File: config.mk
export PLATFORM = sky130hd
export DESIGN_NAME = hs_tx_ctrl_flat
export DESIGN_NICKNAME = d
export VERILOG_FILES = /design/src/rtl/hs_tx_ctrl_if.sv /design/src/rtl/hs_tx_ctrl.sv /design/src/flat_wrapper.sv
export SDC_FILE = /design/constraint.sdc
export NUM_CORES = 1
export LEC_CHECK = 0
export BUFFER_PORTS_ARGS = -buffer_cell sky130_fd_sc_hd__buf_2
export CORE_MARGIN = 2
export CORE_UTILIZATION = 35
export DETAILED_ROUTE_END_ITERATION = 10
export SLEW_MARGIN = 40
export SYNTH_ARGS = -nofsm -noshare
export SYNTH_HDL_FRONTEND = slang
export SYNTH_SLANG_ARGS = --single-unit
File: constraint.sdc
create_clock -name clk -period 3.3 [get_ports clk]
set_input_delay 0.33 -clock clk [delete_from_list [all_inputs] [get_ports clk]]
set_output_delay 0.33 -clock clk [all_outputs]
set_load 0.01 [all_outputs]
File: src/rtl/hs_tx_ctrl_if.sv
// rtl/hs_tx_ctrl_if.sv - Requester and shift-register handshake bundle for hs_tx_ctrl
interface hs_tx_ctrl_if;
    logic       tx_enable;
    logic [1:0] req;
    logic [9:0] data0;
    logic [9:0] data1;
    logic [1:0] gnt;
    logic       sr_load_enable;
    logic       sr_shift_enable;
    logic [9:0] sr_parallel_in;
    logic       busy;
    logic       word_done;

    modport master (
        output tx_enable, req, data0, data1,
        input  gnt, sr_load_enable, sr_shift_enable, sr_parallel_in, busy, word_done
    );

    modport slave (
        input  tx_enable, req, data0, data1,
        output gnt, sr_load_enable, sr_shift_enable, sr_parallel_in, busy, word_done
    );
endinterface

File: src/rtl/hs_tx_ctrl.sv
// rtl/hs_tx_ctrl.sv - Round-robin two-port transmit sequencer driving the hs_sr shift register
// Optional inter-word idle gap is enabled by defining HS_TX_GAP_EN.
module hs_tx_ctrl #(
    parameter int unsigned BIT_PERIOD = 4,
    parameter int unsigned GAP_CYCLES = 2
) (
    input  logic         clk,
    input  logic         n_rst,
    hs_tx_ctrl_if.slave  bus
);

    localparam int unsigned CW = (BIT_PERIOD > 1) ? $clog2(BIT_PERIOD) : 1;
    localparam logic [CW-1:0] CNT_MAX = CW'(BIT_PERIOD - 1);

    if (BIT_PERIOD == 0 || GAP_CYCLES == 0) begin : g_bad_params
        $error("hs_tx_ctrl: BIT_PERIOD and GAP_CYCLES must be >= 1");
    end

`ifdef HS_TX_GAP_EN
    localparam int unsigned GW = (GAP_CYCLES > 1) ? $clog2(GAP_CYCLES) : 1;
    localparam logic [GW-1:0] GAP_MAX = GW'(GAP_CYCLES - 1);
    typedef enum logic [1:0] {S_IDLE, S_LOAD, S_SHIFT, S_GAP} state_t;
    logic [GW-1:0] gap_cnt_q;
`else
    typedef enum logic [1:0] {S_IDLE, S_LOAD, S_SHIFT} state_t;
`endif

    state_t        state_q;
    logic          last_q;
    logic [CW-1:0] clk_cnt_q;
    logic [3:0]    bit_cnt_q;
    logic [1:0]    gnt_q;
    logic          load_q;
    logic          shift_q;
    logic [9:0]    data_q;
    logic          busy_q;
    logic          done_q;

    logic          win_d;
    logic          pulse_now;
    logic [CW-1:0] clk_cnt_d;
    logic [3:0]    bit_cnt_d;

    // Both pending: serve the port that was not served last.
    assign win_d     = (bus.req == 2'b11) ? ~last_q : bus.req[1];
    assign pulse_now = (clk_cnt_q == CNT_MAX);
    assign clk_cnt_d = pulse_now ? '0 : clk_cnt_q + 1'b1;
    assign bit_cnt_d = pulse_now ? bit_cnt_q + 4'd1 : bit_cnt_q;

    always_ff @(posedge clk or negedge n_rst) begin
        if (!n_rst) begin
            state_q   <= S_IDLE;
            last_q    <= 1'b1;
            clk_cnt_q <= '0;
            bit_cnt_q <= '0;
            gnt_q     <= '0;
            load_q    <= 1'b0;
            shift_q   <= 1'b0;
            data_q    <= '0;
            busy_q    <= 1'b0;
            done_q    <= 1'b0;
`ifdef HS_TX_GAP_EN
            gap_cnt_q <= '0;
`endif
        end else begin
            gnt_q   <= '0;
            load_q  <= 1'b0;
            shift_q <= 1'b0;
            done_q  <= 1'b0;
            case (state_q)
                S_IDLE: begin
                    if (bus.tx_enable && (bus.req != 2'b00)) begin
                        state_q <= S_LOAD;
                        last_q  <= win_d;
                        gnt_q   <= win_d ? 2'b10 : 2'b01;
                        load_q  <= 1'b1;
                        data_q  <= win_d ? bus.data1 : bus.data0;
                        busy_q  <= 1'b1;
                    end
                end
                S_LOAD: begin
                    state_q   <= S_SHIFT;
                    clk_cnt_q <= '0;
                    bit_cnt_q <= '0;
                    shift_q   <= (CNT_MAX == '0);
                end
                S_SHIFT: begin
                    clk_cnt_q <= clk_cnt_d;
                    bit_cnt_q <= bit_cnt_d;
                    if (pulse_now && (bit_cnt_q == 4'd9)) begin
`ifdef HS_TX_GAP_EN
                        state_q   <= S_GAP;
                        gap_cnt_q <= '0;
`else
                        state_q   <= S_IDLE;
                        busy_q    <= 1'b0;
`endif
                    end else begin
                        // Outputs are registered, so decide next cycle's pulse from next-state counters.
                        shift_q <= (clk_cnt_d == CNT_MAX);
                        done_q  <= (clk_cnt_d == CNT_MAX) && (bit_cnt_d == 4'd9);
                    end
                end
`ifdef HS_TX_GAP_EN
                S_GAP: begin
                    if (gap_cnt_q == GAP_MAX) begin
                        state_q <= S_IDLE;
                        busy_q  <= 1'b0;
                    end else begin
                        gap_cnt_q <= gap_cnt_q + 1'b1;
                    end
                end
`endif
                default: begin
                    state_q <= S_IDLE;
                    busy_q  <= 1'b0;
                end
            endcase
        end
    end

    assign bus.gnt             = gnt_q;
    assign bus.sr_load_enable  = load_q;
    assign bus.sr_shift_enable = shift_q;
    assign bus.sr_parallel_in  = data_q;
    assign bus.busy            = busy_q;
    assign bus.word_done       = done_q;

endmodule

File: src/flat_wrapper.sv
// flat-port wrapper written by rule: the top's interface ports become plain ports
module hs_tx_ctrl_flat 
#(
    parameter int unsigned BIT_PERIOD = 4,
    parameter int unsigned GAP_CYCLES = 2
)
  (clk, n_rst, bus_tx_enable, bus_req, bus_data0, bus_data1, bus_gnt, bus_sr_load_enable, bus_sr_shift_enable, bus_sr_parallel_in, bus_busy, bus_word_done);
  hs_tx_ctrl_if bus_i ();
  input  logic clk;
  input  logic n_rst;
  input wire logic [$bits(bus_i.tx_enable)-1:0] bus_tx_enable;
  input wire logic [$bits(bus_i.req)-1:0] bus_req;
  input wire logic [$bits(bus_i.data0)-1:0] bus_data0;
  input wire logic [$bits(bus_i.data1)-1:0] bus_data1;
  output wire logic [$bits(bus_i.gnt)-1:0] bus_gnt;
  output wire logic [$bits(bus_i.sr_load_enable)-1:0] bus_sr_load_enable;
  output wire logic [$bits(bus_i.sr_shift_enable)-1:0] bus_sr_shift_enable;
  output wire logic [$bits(bus_i.sr_parallel_in)-1:0] bus_sr_parallel_in;
  output wire logic [$bits(bus_i.busy)-1:0] bus_busy;
  output wire logic [$bits(bus_i.word_done)-1:0] bus_word_done;
  assign bus_i.tx_enable = bus_tx_enable;
  assign bus_i.req = bus_req;
  assign bus_i.data0 = bus_data0;
  assign bus_i.data1 = bus_data1;
  assign bus_gnt = bus_i.gnt;
  assign bus_sr_load_enable = bus_i.sr_load_enable;
  assign bus_sr_shift_enable = bus_i.sr_shift_enable;
  assign bus_sr_parallel_in = bus_i.sr_parallel_in;
  assign bus_busy = bus_i.busy;
  assign bus_word_done = bus_i.word_done;
  hs_tx_ctrl #(.BIT_PERIOD(BIT_PERIOD), .GAP_CYCLES(GAP_CYCLES)) u_core (.clk(clk), .n_rst(n_rst), .bus(bus_i));
endmodule
==> key figures, run 1 <==
Clock tree
  • Num CTS Buffers: 3
  • Clk slew on worst S/H paths: 0.13 ns
  • CTS sink count: 25
  • Max Buffers Root-to-Sink: 2
  • Gates resized, CTS repair: 0
  • Post-CTS Hold Buffers: 0
  • Post CTS Setup Buffer Count: 0
  • CTS tree: done
  • H-tree depth: 1
  • Root Buffer: clkbuf_4
  • Worst skew pair latency: 0.30 ns

Drt
  • Vias post-DR: 968
  • DR vias/cell: 4.82
  • 1st-pass router iterations: 4
  • Post-Route WL: 2.55 mm
  • DRC viols: 0
  • DRT antenna net count: 0
  • Initial DRC count: 50
  • WL per Instance: 12.7 um

Place
  • Post-DP HPWL: 1.98 mm
  • Setup WS pre-CTS: 1.66 ns
  • PortBufs: 40
  • Gpl congestion: 0.766
  • Cell Area, Placed: 1490 um2

Floorplanning
  • Starting Density: 36.8%
  • Height of the chip: 63.7 um
  • Core region area: 3390 um2
  • Rows: 21
  • Area of the die: 4060 um2
  • Ports: 41
  • Die X: 63.7 um

Synthesis
  • Avg Cell Area, Syn: 10.8 um2
  • Post-Syn Instances: 115
  • Sequential fraction of the synthesis area: 50.3%
  • Yosys reg bits: 25
  • Number of enable flip-flop cells after synthesis: 0
  • Main synth FF type: dfrtp_1
  • Syn_nets: 147
  • Syn. warnings: 0
  • Syn Std Cell Area: 1250 um2
  • Count of different cell masters after synthesis: 34
  • Synth async-reset ratio: 100%

STA
  • Setup_tns: 0 ns
  • Final period util: 48.1%
  • Worst slew margin: 48.7%
  • Fin. Hold Viols: 1
  • Layout Skew: 0.00210 ns
  • Hold Slack: -0.000216 ns
  • Fin crit period: 1.59 ns
  • Final setup fails: 0
  • Fmax: 630 MHz
  • RSZ-0062 raised after global routing: false
  • Post-layout worst setup margin: 1.71 ns
  • Worst slew pin tran: 0.765 ns
  • Fin. max-slew vios: 0

Worst setup path
  • Crit path capture type: flip-flop
  • CP bufs+invs: 0
  • CP peak stage delay: 0.40 ns
  • Worst path arrival time: 1.79 ns
  • Kind of cell adding the most delay to the critical path: flip-flops
  • Critical-path top delay cell: dfrtp_1
  • Setup Crit Path Kind: flip-flop to flip-flop
  • Worst Path Max Fanout: 9
  • CP startpoint: u_core.clk_cnt_q[1]
  • Critical R2R Launch: u_core.clk_cnt_q[1]
  • CP Cell Sequence: ha_1 -> nand4b_4 -> a22oi_1 -> mux2_2
  • Crit path launch type: flip-flop
  • Worst EP required: 3.50 ns

Final layout
  • Area grow syn2layout: 21.4%
  • Core Util, Final: 44.7%
  • # diodes: 0
  • Layout Nets: 188
  • Design area: 1510 um2
  • Share of cells above drive strength 1: 31.6%

Global route
  • Largest net degree at the start of global routing: 26
  • Initial antenna violation count: 0
  • GRT overflow: 0
  • GRT Util Overall: 13.1%
  • Wire length of the first global-routing pass: 4.22 mm
  • Vias in the first global route: 964

Pwr
  • VDD IR max: 193 uV
  • Static leakage: 0.813 nW
  • PwrDens: 655 nW/um2

Worst hold path
  • Worst hold path type: input pin to async pin

Outcome
  • Failing checks: negative hold slack
  • Status: complete, but fails checks

Job
  • Max cap viols: 0
## worst register-to-register path, cell delays in order (launching register included)
cell,delay [ns]
dfrtp_1,0.40
ha_1,0.36
nand4b_4,0.18
a22oi_1,0.20
mux2_2,0.36
## per-layer routing
layer / vias up / share of wire (%) / global-route usage [%]
met4: 0 / 0.59 / 4.08
li1: 481 / - / -
met2: 26 / 50 / 22.8
met1: 459 / 43 / 15.6
met3: 2 / 6.0 / 3.39
met5: - / 0 / 0
## cell type report
| type | count | area (um2) |
|---|---|---|
| clock buffers | 4 | 26.3 |
| fillers | 310 | 1880 |
| inverters | 8 | 30.0 |
| multi-input cells | 78 | 573 |
| flip-flops and latches | 25 | 627 |
| well taps | 46 | 57.6 |
| repair buffers | 40 | 200 |
## power by group
group | total, mW | switching (mW) | internal (mW)
Clock | 0.131 | 0.0835 | 0.0470
Combinational | 0.406 | 0.232 | 0.173
Sequential | 0.455 | 0.0522 | 0.403
## registers in the layout, summed over array words and instances (netlist names)
name / count
u_core.bit_cnt_q: 4
u_core.bus.busy: 1
u_core.bus.gnt: 2
u_core.bus.sr_load_enable: 1
u_core.bus.sr_parallel_in: 10
u_core.bus.sr_shift_enable: 1
u_core.bus.word_done: 1
u_core.clk_cnt_q: 2
u_core.last_q: 1
u_core.state_q: 2
## cell usage in the layout, fill, tap and decap left out, types with 2 or more instances in the layout
| master | n |
|---|---|
| xnor2_1 | 2 |
| clkbuf_4 | 3 |
| dfrtp_1 | 24 |
| nand2_1 | 15 |
| ha_1 | 7 |
| inv_1 | 8 |
| nand4_1 | 2 |
| o21ai_1 | 10 |
| a21oi_1 | 2 |
| mux2i_1 | 10 |
| o21ai_0 | 6 |
| nor3b_1 | 2 |
| buf_2 | 40 |
| nor2_1 | 3 |
## metrics by stage
| step | hold WS [ns] | power [mW] | std cells |
|---|---|---|---|
| after floorplan | 0.0344 | 0.725 | 115 |
| after global placement | 0.349 | 0.853 | 197 |
| after detailed placement | 0.363 | 0.876 | 197 |
| after CTS | 0.00992 | 1.01 | 201 |
| after global routing | 0.0199 | 1.08 | 201 |
| final | -0.000216 | 0.992 | 201 |
## worst paths after layout
kind / endpoint / slack (ns) / depth (start not counted)
max: u_core.state_q[1] / 1.71 / 4
min: u_core.bus.gnt[1] / -0.0002 / 1
max reg2reg: u_core.state_q[1] / 1.71 / 4
min reg2reg: u_core.bus.sr_parallel_in[4] / 0.50 / 2
max in group asynchronous: u_core.bus.sr_parallel_in[9] / 2.93 / 1
min in group clk: u_core.bus.sr_parallel_in[5] / 0.29 / 3
## synthesized netlist by cell type (2+ instances only)
library cell	count	area, um2
dfrtp_1	24	601
inv_1	8	30.0
nor2_1	3	11.3
o21ai_1	10	50.1
nor3b_1	2	15.0
buf_2	3	15.0
mux2i_1	10	100
xnor2_1	2	17.5
nand4_1	2	12.5
ha_1	7	87.6
nand2_1	15	56.3
o21ai_0	6	30.0
a21oi_1	2	10.0
## cells by family after synthesis
group | Yosys count | synth area share (%)
compound gates | 30 | 15.5
simple gates | 28 | 12.3
flops | 25 | 50.3
buf+inv | 12 | 4.51
mux | 11 | 8.93
fa+ha+maj | 7 | 7.02
xor+xnor | 2 | 1.40
Power figures use the tool's default switching activity.
==> run 2, diff against run 1 <==
--- a/config.mk
+++ b/config.mk
@@ -5,6 +5,7 @@
 export SDC_FILE = /design/constraint.sdc
 export NUM_CORES = 1
 export LEC_CHECK = 0
+export ABC_AREA = 1
 export BUFFER_PORTS_ARGS = -buffer_cell sky130_fd_sc_hd__buf_2
 export CORE_MARGIN = 2
 export CORE_UTILIZATION = 35
==> constraint.sdc (replaced) <==
create_clock -name clk -period 1.35 [get_ports clk]
set_input_delay 0.135 -clock clk [delete_from_list [all_inputs] [get_ports clk]]
set_output_delay 0.135 -clock clk [all_outputs]
set_load 0.01 [all_outputs]
==> run 2 against run 1 <==
- the flow now finishes without violations
- register-to-register slack got worse by 1.6 ns
- non-clock buffer count rose by 4
- die area increased by 3.5%
- cell count is 26% higher
- fmax up 27%
- power rose to 2.7 times the previous value
==> key figures, run 2 <==
Clock tree
  • H-tree depth: 1 (unchanged)
  • CTS sink count: 25 (unchanged)
  • Max Buffers Root-to-Sink: 2 (unchanged)
  • Num CTS Buffers: 3 (unchanged)
  • Root Buffer: clkbuf_8 (was clkbuf_4)
  • Worst skew pair latency: 0.27 ns (was 0.30 ns)
  • Post CTS Setup Buffer Count: 0 (unchanged)
  • Clk slew on worst S/H paths: 0.09 ns (was 0.13 ns)
  • CTS tree: done (unchanged)

Final layout
  • Non-Filler Instances: 253 (was 201)
  • Max reg flops: 10 (unchanged)
  • Area grow syn2layout: 24.4% (was 21.4%)
  • Share of cells above drive strength 1: 29.8% (was 31.6%)
  • Core Util, Final: 44.6% (was 44.7%)
  • Layout Nets: 238 (was 188)
  • Most frequent cells in the layout: nand2_1 (86), buf_2 (40), dfrtp_1 (24) (was buf_2 (40), dfrtp_1 (24), nand2_1 (15))
  • # diodes: 0 (unchanged)
  • Commonest non-fill, non-tap cell in the layout: nand2_1 (was buf_2)

Worst setup path
  • Worst Path Max Fanout: 12 (was 9)
  • Worst EP required: 1.57 ns (was 3.50 ns)
  • Setup Crit Path Kind: flip-flop to flip-flop (unchanged)
  • Crit path capture type: flip-flop (unchanged)
  • Critical-path top delay cell: dfrtp_1 (unchanged)
  • Crit path launch type: flip-flop (unchanged)
  • Kind of cell adding the most delay to the critical path: flip-flops (unchanged)
  • Worst path arrival time: 1.47 ns (was 1.79 ns)
  • CP peak stage delay: 0.40 ns (about the same)
  • CP Cell Sequence: inv_1 -> ha_1 -> inv_1 -> nor2_4 -> buf_6 -> nand2_1 -> nand2_1 (was ha_1 -> nand4b_4 -> a22oi_1 -> mux2_2)
  • CP bufs+invs: 3 (was 0)

Synthesis
  • Syn Std Cell Area: 1290 um2 (was 1250 um2)
  • Sequential fraction of the synthesis area: 48.5% (was 50.3%)
  • Most common library cells after synthesis: nand2_1 (86), dfrtp_1 (24), inv_1 (13), ha_1 (7), o21ai_0 (4) (was dfrtp_1 (24), nand2_1 (15), mux2i_1 (10), o21ai_1 (10), inv_1 (8))
  • Syn. warnings: 0 (unchanged)
  • Number of enable flip-flop cells after synthesis: 0 (unchanged)
  • Syn_nets: 193 (was 147)
  • Synth top area share: 46.4% (was 48.1%)
  • Post-Syn Instances: 161 (was 115)
  • Avg Cell Area, Syn: 8.04 um2 (was 10.8 um2)
  • Dominant cell type by area after synthesis: dfrtp_1 (unchanged)
  • Main synth FF type: dfrtp_1 (unchanged)
  • Top cells by area, synth: dfrtp_1 (46%), nand2_1 (25%), ha_1 (6.8%) (was dfrtp_1 (48%), mux2i_1 (8.0%), ha_1 (7.0%))
  • Most numerous cell in the Yosys netlist: nand2_1 (was dfrtp_1)
  • Count of different cell masters after synthesis: 19 (was 34)
  • Yosys reg bits: 25 (unchanged)
  • Synth async-reset ratio: 100% (unchanged)

STA
  • Hold Slack: 0.144 ns (was -0.000216 ns)
  • Fin. max-slew vios: 0 (unchanged)
  • Fin crit period: 1.25 ns (was 1.59 ns)
  • Final period util: 92.6% (was 48.1%)
  • Worst slew margin: 62.9% (was 48.7%)
  • Setup_tns: 0 ns (unchanged)
  • Fin. Hold Viols: 0 (was 1)
  • Fmax: 800 MHz (was 630 MHz)
  • Worst slew pin tran: 0.557 ns (was 0.765 ns)
  • RSZ-0062 raised after global routing: true (was false)
  • Final setup fails: 0 (unchanged)
  • Layout Skew: 0.00283 ns (was 0.00210 ns)

Drt
  • DRC viols: 0 (unchanged)
  • DR vias/cell: 4.31 (was 4.82)
  • WL per Instance: 9.92 um (was 12.7 um)
  • Post-Route WL: 2.51 mm (was 2.55 mm)
  • Vias post-DR: 1090 (was 968)
  • Initial DRC count: 31 (was 50)
  • 1st-pass router iterations: 4 (unchanged)
  • DRT antenna net count: 0 (unchanged)

Global route
  • Wire length of the first global-routing pass: 4.31 mm (was 4.22 mm)
  • Largest net degree at the start of global routing: 26 (unchanged)
  • GRT Util Overall: 13.1% (about the same)
  • Vias in the first global route: 979 (was 964)
  • GRT overflow: 0 (unchanged)
  • Initial antenna violation count: 0 (unchanged)

Floorplanning
  • Ports: 41 (unchanged)
  • Height of the chip: 64.8 um (was 63.7 um)
  • Area of the die: 4200 um2 (was 4060 um2)
  • Die X: 64.8 um (was 63.7 um)
  • Starting Density: 35.9% (was 36.8%)
  • Core region area: 3610 um2 (was 3390 um2)
  • Rows: 22 (was 21)

Outcome
  • Status: finished clean (was complete, but fails checks)

Pwr
  • VDD IR max: 665 uV (was 193 uV)
  • Pwr Total: 2.67 mW (was 992 uW)
  • PwrDens: 1660 nW/um2 (was 655 nW/um2)
  • Static leakage: 0.922 nW (was 0.813 nW)

Place
  • # placed instances: 248 (was 197)
  • PortBufs: 40 (unchanged)
  • Post-DP HPWL: 1.93 mm (was 1.98 mm)
  • Gpl congestion: 0.723 (was 0.766)

Worst hold path
  • Worst hold path type: input pin to flip-flop (was input pin to async pin)

Job
  • Max cap viols: 0 (unchanged)
run 2: cell count changes in the layout (fill, tap and decap cells not counted), moves of 3 or more:
| cell | previous run | this run |
|---|---|---|
| clkbuf_4 | 3 | 0 |
| clkbuf_8 | 0 | 3 |
| inv_1 | 8 | 13 |
| mux2i_1 | 10 | 0 |
| nand2_1 | 15 | 86 |
| nand3_1 | 0 | 3 |
| o21ai_1 | 10 | 0 |
| o21ai_2 | 0 | 3 |
run 2: worst register-to-register path, delay by kind of cell (launching register included):
kind	cells	cell delay [ns]
adder cells (fa/ha/maj)	1	0.17
buffers and inverters	3	0.33
flip-flops	1	0.40
AND/OR/NAND/NOR	3	0.29
run 2: kinds of logic after synthesis:
group                      after synthesis  synth area share (%)
AOI/OAI and AO/OA                       10                  5.03
xor gates and xnor gates                 1                 0.677
adders and majority gates                7                  6.77
buffers and inverters                   19                  7.25
DFF                                     25                  48.5
and+or+nand+nor                         99                  31.8
run 2: final timing paths:
path                              startpoint                           end  slack, ns  cells past startpoint
setup / recovery           u_core.state_q[0]                 u_core.last_q       0.10                      7
hold / removal                  bus_data1[8]  u_core.bus.sr_parallel_in[8]       0.14                      5
setup reg to reg           u_core.state_q[0]                 u_core.last_q       0.10                      7
hold reg to reg                u_core.last_q                 u_core.last_q       0.48                      2
max in group asynchronous              n_rst                 u_core.last_q       0.60                      2
min in group asynchronous              n_rst           u_core.bit_cnt_q[0]       0.38                      2
run 2: repair_timing:
item | 4_1_cts | 5_1_grt
gates resized for setup | 0 | 3
setup endpoints to repair | 0 | 7
hold endpoints to repair | 24 | 0
hold buffers | 1 | 0
run 2: cell type report:
class / count / area [um2]
flip-flops and latches: 25 / 627
inverters: 15 / 56.3
well taps: 48 / 60.1
fillers: 377 / 2000
clock buffers: 3 / 41.3
repair buffers: 44 / 236
multi-input cells: 117 / 581
clock inverters: 1 / 7.51
run 2: layer usage:
metal  vias up  global-route usage [%]  routed length (um)
li1        577                       -                   -
met1       489                    17.4                1250
met2        20                    20.7                1130
met3         4                    2.08                  82
met4         0                    6.38                  45
met5         -                       0                   0
run 2: report_power, final:
group	internal, mW	switching (mW)
registers	0.984	0.111
logic	0.443	0.682
clock network	0.209	0.237
run 2: stage by stage:
step	cell area, um2	worst slack, ns
after floorplan	1290	0.146
after global placement	1540	0.121
after detailed placement	1540	0.0820
after CTS	1600	0.0554
after global routing	1610	-0.00719
final	1610	0.100
==> run 3, diff against run 2 <==
--- a/config.mk
+++ b/config.mk
@@ -7,9 +7,12 @@
 export LEC_CHECK = 0
 export ABC_AREA = 1
 export BUFFER_PORTS_ARGS = -buffer_cell sky130_fd_sc_hd__buf_2
+export CELL_PAD_IN_SITES_DETAIL_PLACEMENT = 1
+export CELL_PAD_IN_SITES_GLOBAL_PLACEMENT = 2
 export CORE_MARGIN = 2
-export CORE_UTILIZATION = 35
+export CORE_UTILIZATION = 25
 export DETAILED_ROUTE_END_ITERATION = 10
+export PLACE_DENSITY_LB_ADDON = 0.1
 export SLEW_MARGIN = 40
 export SYNTH_ARGS = -nofsm -noshare
 export SYNTH_HDL_FRONTEND = slang
==> run 3 against run 2 <==
- power increased by 6.0%
- register-to-register slack barely moved
- critical path depth is 1 lower
- non-clock buffer count increased by 3
- sequential cell count did not move
- setup slack improved by 0.0033 ns
- via count is 7.3% higher
- largest power group unchanged
==> key figures, run 3 (synthesis results as in run 2) <==
Outcome
  • Status: finished clean (unchanged)

Pwr
  • Static leakage: 0.936 nW (was 0.922 nW)
  • PwrDens: 1660 nW/um2 (about the same)
  • VDD IR max: 519 uV (was 665 uV)

Drt
  • Vias post-DR: 1170 (was 1090)
  • DRT antenna net count: 0 (unchanged)
  • WL per Instance: 12.6 um (was 9.92 um)
  • Top routing layer in use: met4 (unchanged)
  • Post-Route WL: 3.51 mm (was 2.51 mm)
  • M1 WL: 1.65 mm (was 1.25 mm)
  • DRC viols: 0 (unchanged)
  • DR WL met2: 1.68 mm (was 1.13 mm)
  • Initial DRC count: 5 (was 31)
  • DR vias/cell: 4.19 (was 4.31)
  • 1st-pass router iterations: 3 (was 4)
  • Wire length on met3: 166 um (was 82 um)

Global route
  • Initial antenna violation count: 0 (unchanged)
  • GRT overflow: 0 (unchanged)
  • GRT Util Overall: 13.0% (was 13.1%)
  • Vias in the first global route: 1288 (was 979)
  • Wire length of the first global-routing pass: 6.13 mm (was 4.31 mm)
  • Largest net degree at the start of global routing: 26 (unchanged)

STA
  • Layout Skew: 0.00315 ns (was 0.00283 ns)
  • Fin. max-slew vios: 0 (unchanged)
  • Final period util: 92.3% (was 92.6%)
  • Final setup fails: 0 (unchanged)
  • Post-layout worst setup margin: 0.104 ns (was 0.100 ns)
  • Worst slew margin: 61.7% (was 62.9%)
  • Setup_tns: 0 ns (unchanged)
  • Fmax: 802 MHz (was 800 MHz)
  • Worst slew pin tran: 0.575 ns (was 0.557 ns)
  • Fin crit period: 1.25 ns (about the same)
  • Fin. Hold Viols: 0 (unchanged)

Final layout
  • Core Util, Final: 33.7% (was 44.6%)
  • Filler cell count: 635 (was 377)
  • Layout Nets: 242 (was 238)
  • Share of cells above drive strength 1: 33.0% (was 29.8%)
  • # diodes: 0 (unchanged)
  • Most frequent cells in the layout: nand2_1 (85), buf_2 (40), dfrtp_1 (24) (was nand2_1 (86), buf_2 (40), dfrtp_1 (24))
  • Max reg flops: 10 (unchanged)
  • Commonest non-fill, non-tap cell in the layout: nand2_1 (unchanged)
  • Area grow syn2layout: 31.5% (was 24.4%)

Worst setup path
  • Internal reg-to-reg setup slack: 0.10 ns (about the same)
  • Worst path arrival time: 1.45 ns (was 1.47 ns)
  • Crit path capture type: flip-flop (unchanged)
  • Worst r2r path cells: 6 (was 7)
  • Setup Crit Path Kind: flip-flop to flip-flop (unchanged)
  • Worst Path Max Fanout: 4 (was 12)
  • Worst EP required: 1.55 ns (was 1.57 ns)
  • Crit path launch type: flip-flop (unchanged)
  • Critical R2R Launch: u_core.bit_cnt_q[1] (was u_core.state_q[0])
  • FF-to-FF End: u_core.bus.word_done (was u_core.last_q)

Worst hold path
  • Worst hold path type: input pin to flip-flop (unchanged)
  • Worst hold path startpoint: bus_data1[9] (was bus_data1[8])
  • Worst hold stages: 5 (unchanged)
  • Worst hold endpoint: u_core.bus.sr_parallel_in[9] (was u_core.bus.sr_parallel_in[8])

Place
  • Gpl congestion: 0.709 (was 0.723)
  • Post-DP HPWL: 2.71 mm (was 1.93 mm)
  • PortBufs: 40 (unchanged)
  • Setup WS pre-CTS: 0.0282 ns (was 0.0820 ns)

Floorplanning
  • Area of the die: 5770 um2 (was 4200 um2)
  • Core region area: 5040 um2 (was 3610 um2)
  • Height of the chip: 75.9 um (was 64.8 um)
  • Starting Density: 25.7% (was 35.9%)
  • Die X: 75.9 um (was 64.8 um)
  • Ports: 41 (unchanged)
  • Rows: 26 (was 22)

Clock tree
  • Max Buffers Root-to-Sink: 2 (unchanged)
  • Clk slew on worst S/H paths: 0.09 ns (about the same)
  • H-tree depth: 1 (unchanged)
  • CTS tree: done (unchanged)
  • Root Buffer: clkbuf_8 (unchanged)
  • Worst skew pair latency: 0.26 ns (was 0.27 ns)
  • Num CTS Buffers: 3 (unchanged)
  • CTS sink count: 25 (unchanged)

Job
  • Max cap viols: 0 (unchanged)
==> run 3: cell count changes in the layout (fill, tap and decap cells not counted), sizes merged <==
cell / change
clkinvlp: +1
inv: -1
buf: +3
clkbuf: +1
==> run 3: worst max-delay path by stage <==
stage / from / to / slack (ns) / cells after the start
2_1_floorplan: u_core.state_q[0] / u_core.bus.sr_parallel_in[2] / 0.15 / 8
5_1_grt: u_core.bit_cnt_q[1] / u_core.bus.word_done / -0.001 / 6
6_report: u_core.bit_cnt_q[1] / u_core.bus.word_done / 0.10 / 6
3_3_place_gp: u_core.clk_cnt_q[1] / u_core.bus.busy / 0.1 / 8
4_1_cts: u_core.clk_cnt_q[1] / u_core.bit_cnt_q[3] / 0.004 / 6
3_5_place_dp: u_core.clk_cnt_q[1] / u_core.bit_cnt_q[3] / 0.03 / 6
==> run 3: worst max-delay path, stage by stage (launching register included) <==
cell	delay, ns
dfrtp_1	0.40
inv_1	0.08
ha_1	0.27
nand2_1	0.04
o21ai_0	0.12
nand3b_1	0.16
nor2_2	0.12
==> run 3: cell type report <==
type,instances,area (um2),area share [%]
Sequential cell,25,627,36.8
Multi-Input combinational cell,117,611,35.9
Clock buffer,4,45.0,2.65
Timing Repair inverter,1,7.51,0.441
Inverter,15,65.1,3.82
Timing Repair Buffer,47,259,15.2
Tap cell,70,87.6,5.15
==> run 3: stage by stage <==
stage               power (mW)  instance area, um2  hold slack [ns]  cells
detailed placement        2.30                1570            0.183    271
finish                    2.83                1700            0.154    279
global placement          2.25                1570            0.170    271
CTS                       2.77                1630            0.148    276
global route              3.10                1700            0.160    279
floorplan                 1.86                1290           -0.161    161
==> run 3: layer usage <==
metal | vias to the layer above | track usage, %
li1 | 587 | -
met1 | 559 | 17.0
met2 | 22 | 21.8
met3 | 2 | 3.21
met4 | 0 | 2.73
met5 | - | 0
==> run 3: power breakdown <==
part	switching (mW)	total [mW]	internal, mW
clock	0.233	0.444	0.211
combinational	0.751	1.26	0.513
sequential	0.135	1.12	0.985
total	1.12	2.83	1.71
==> run 3: what timing repair did <==
item                       in CTS  in global routing
hold endpoints to repair       24                  0
setup endpoints to repair       0                 19
setup buffers                   0                  2
gates resized for setup         0                 15
hold buffers                    1                  0
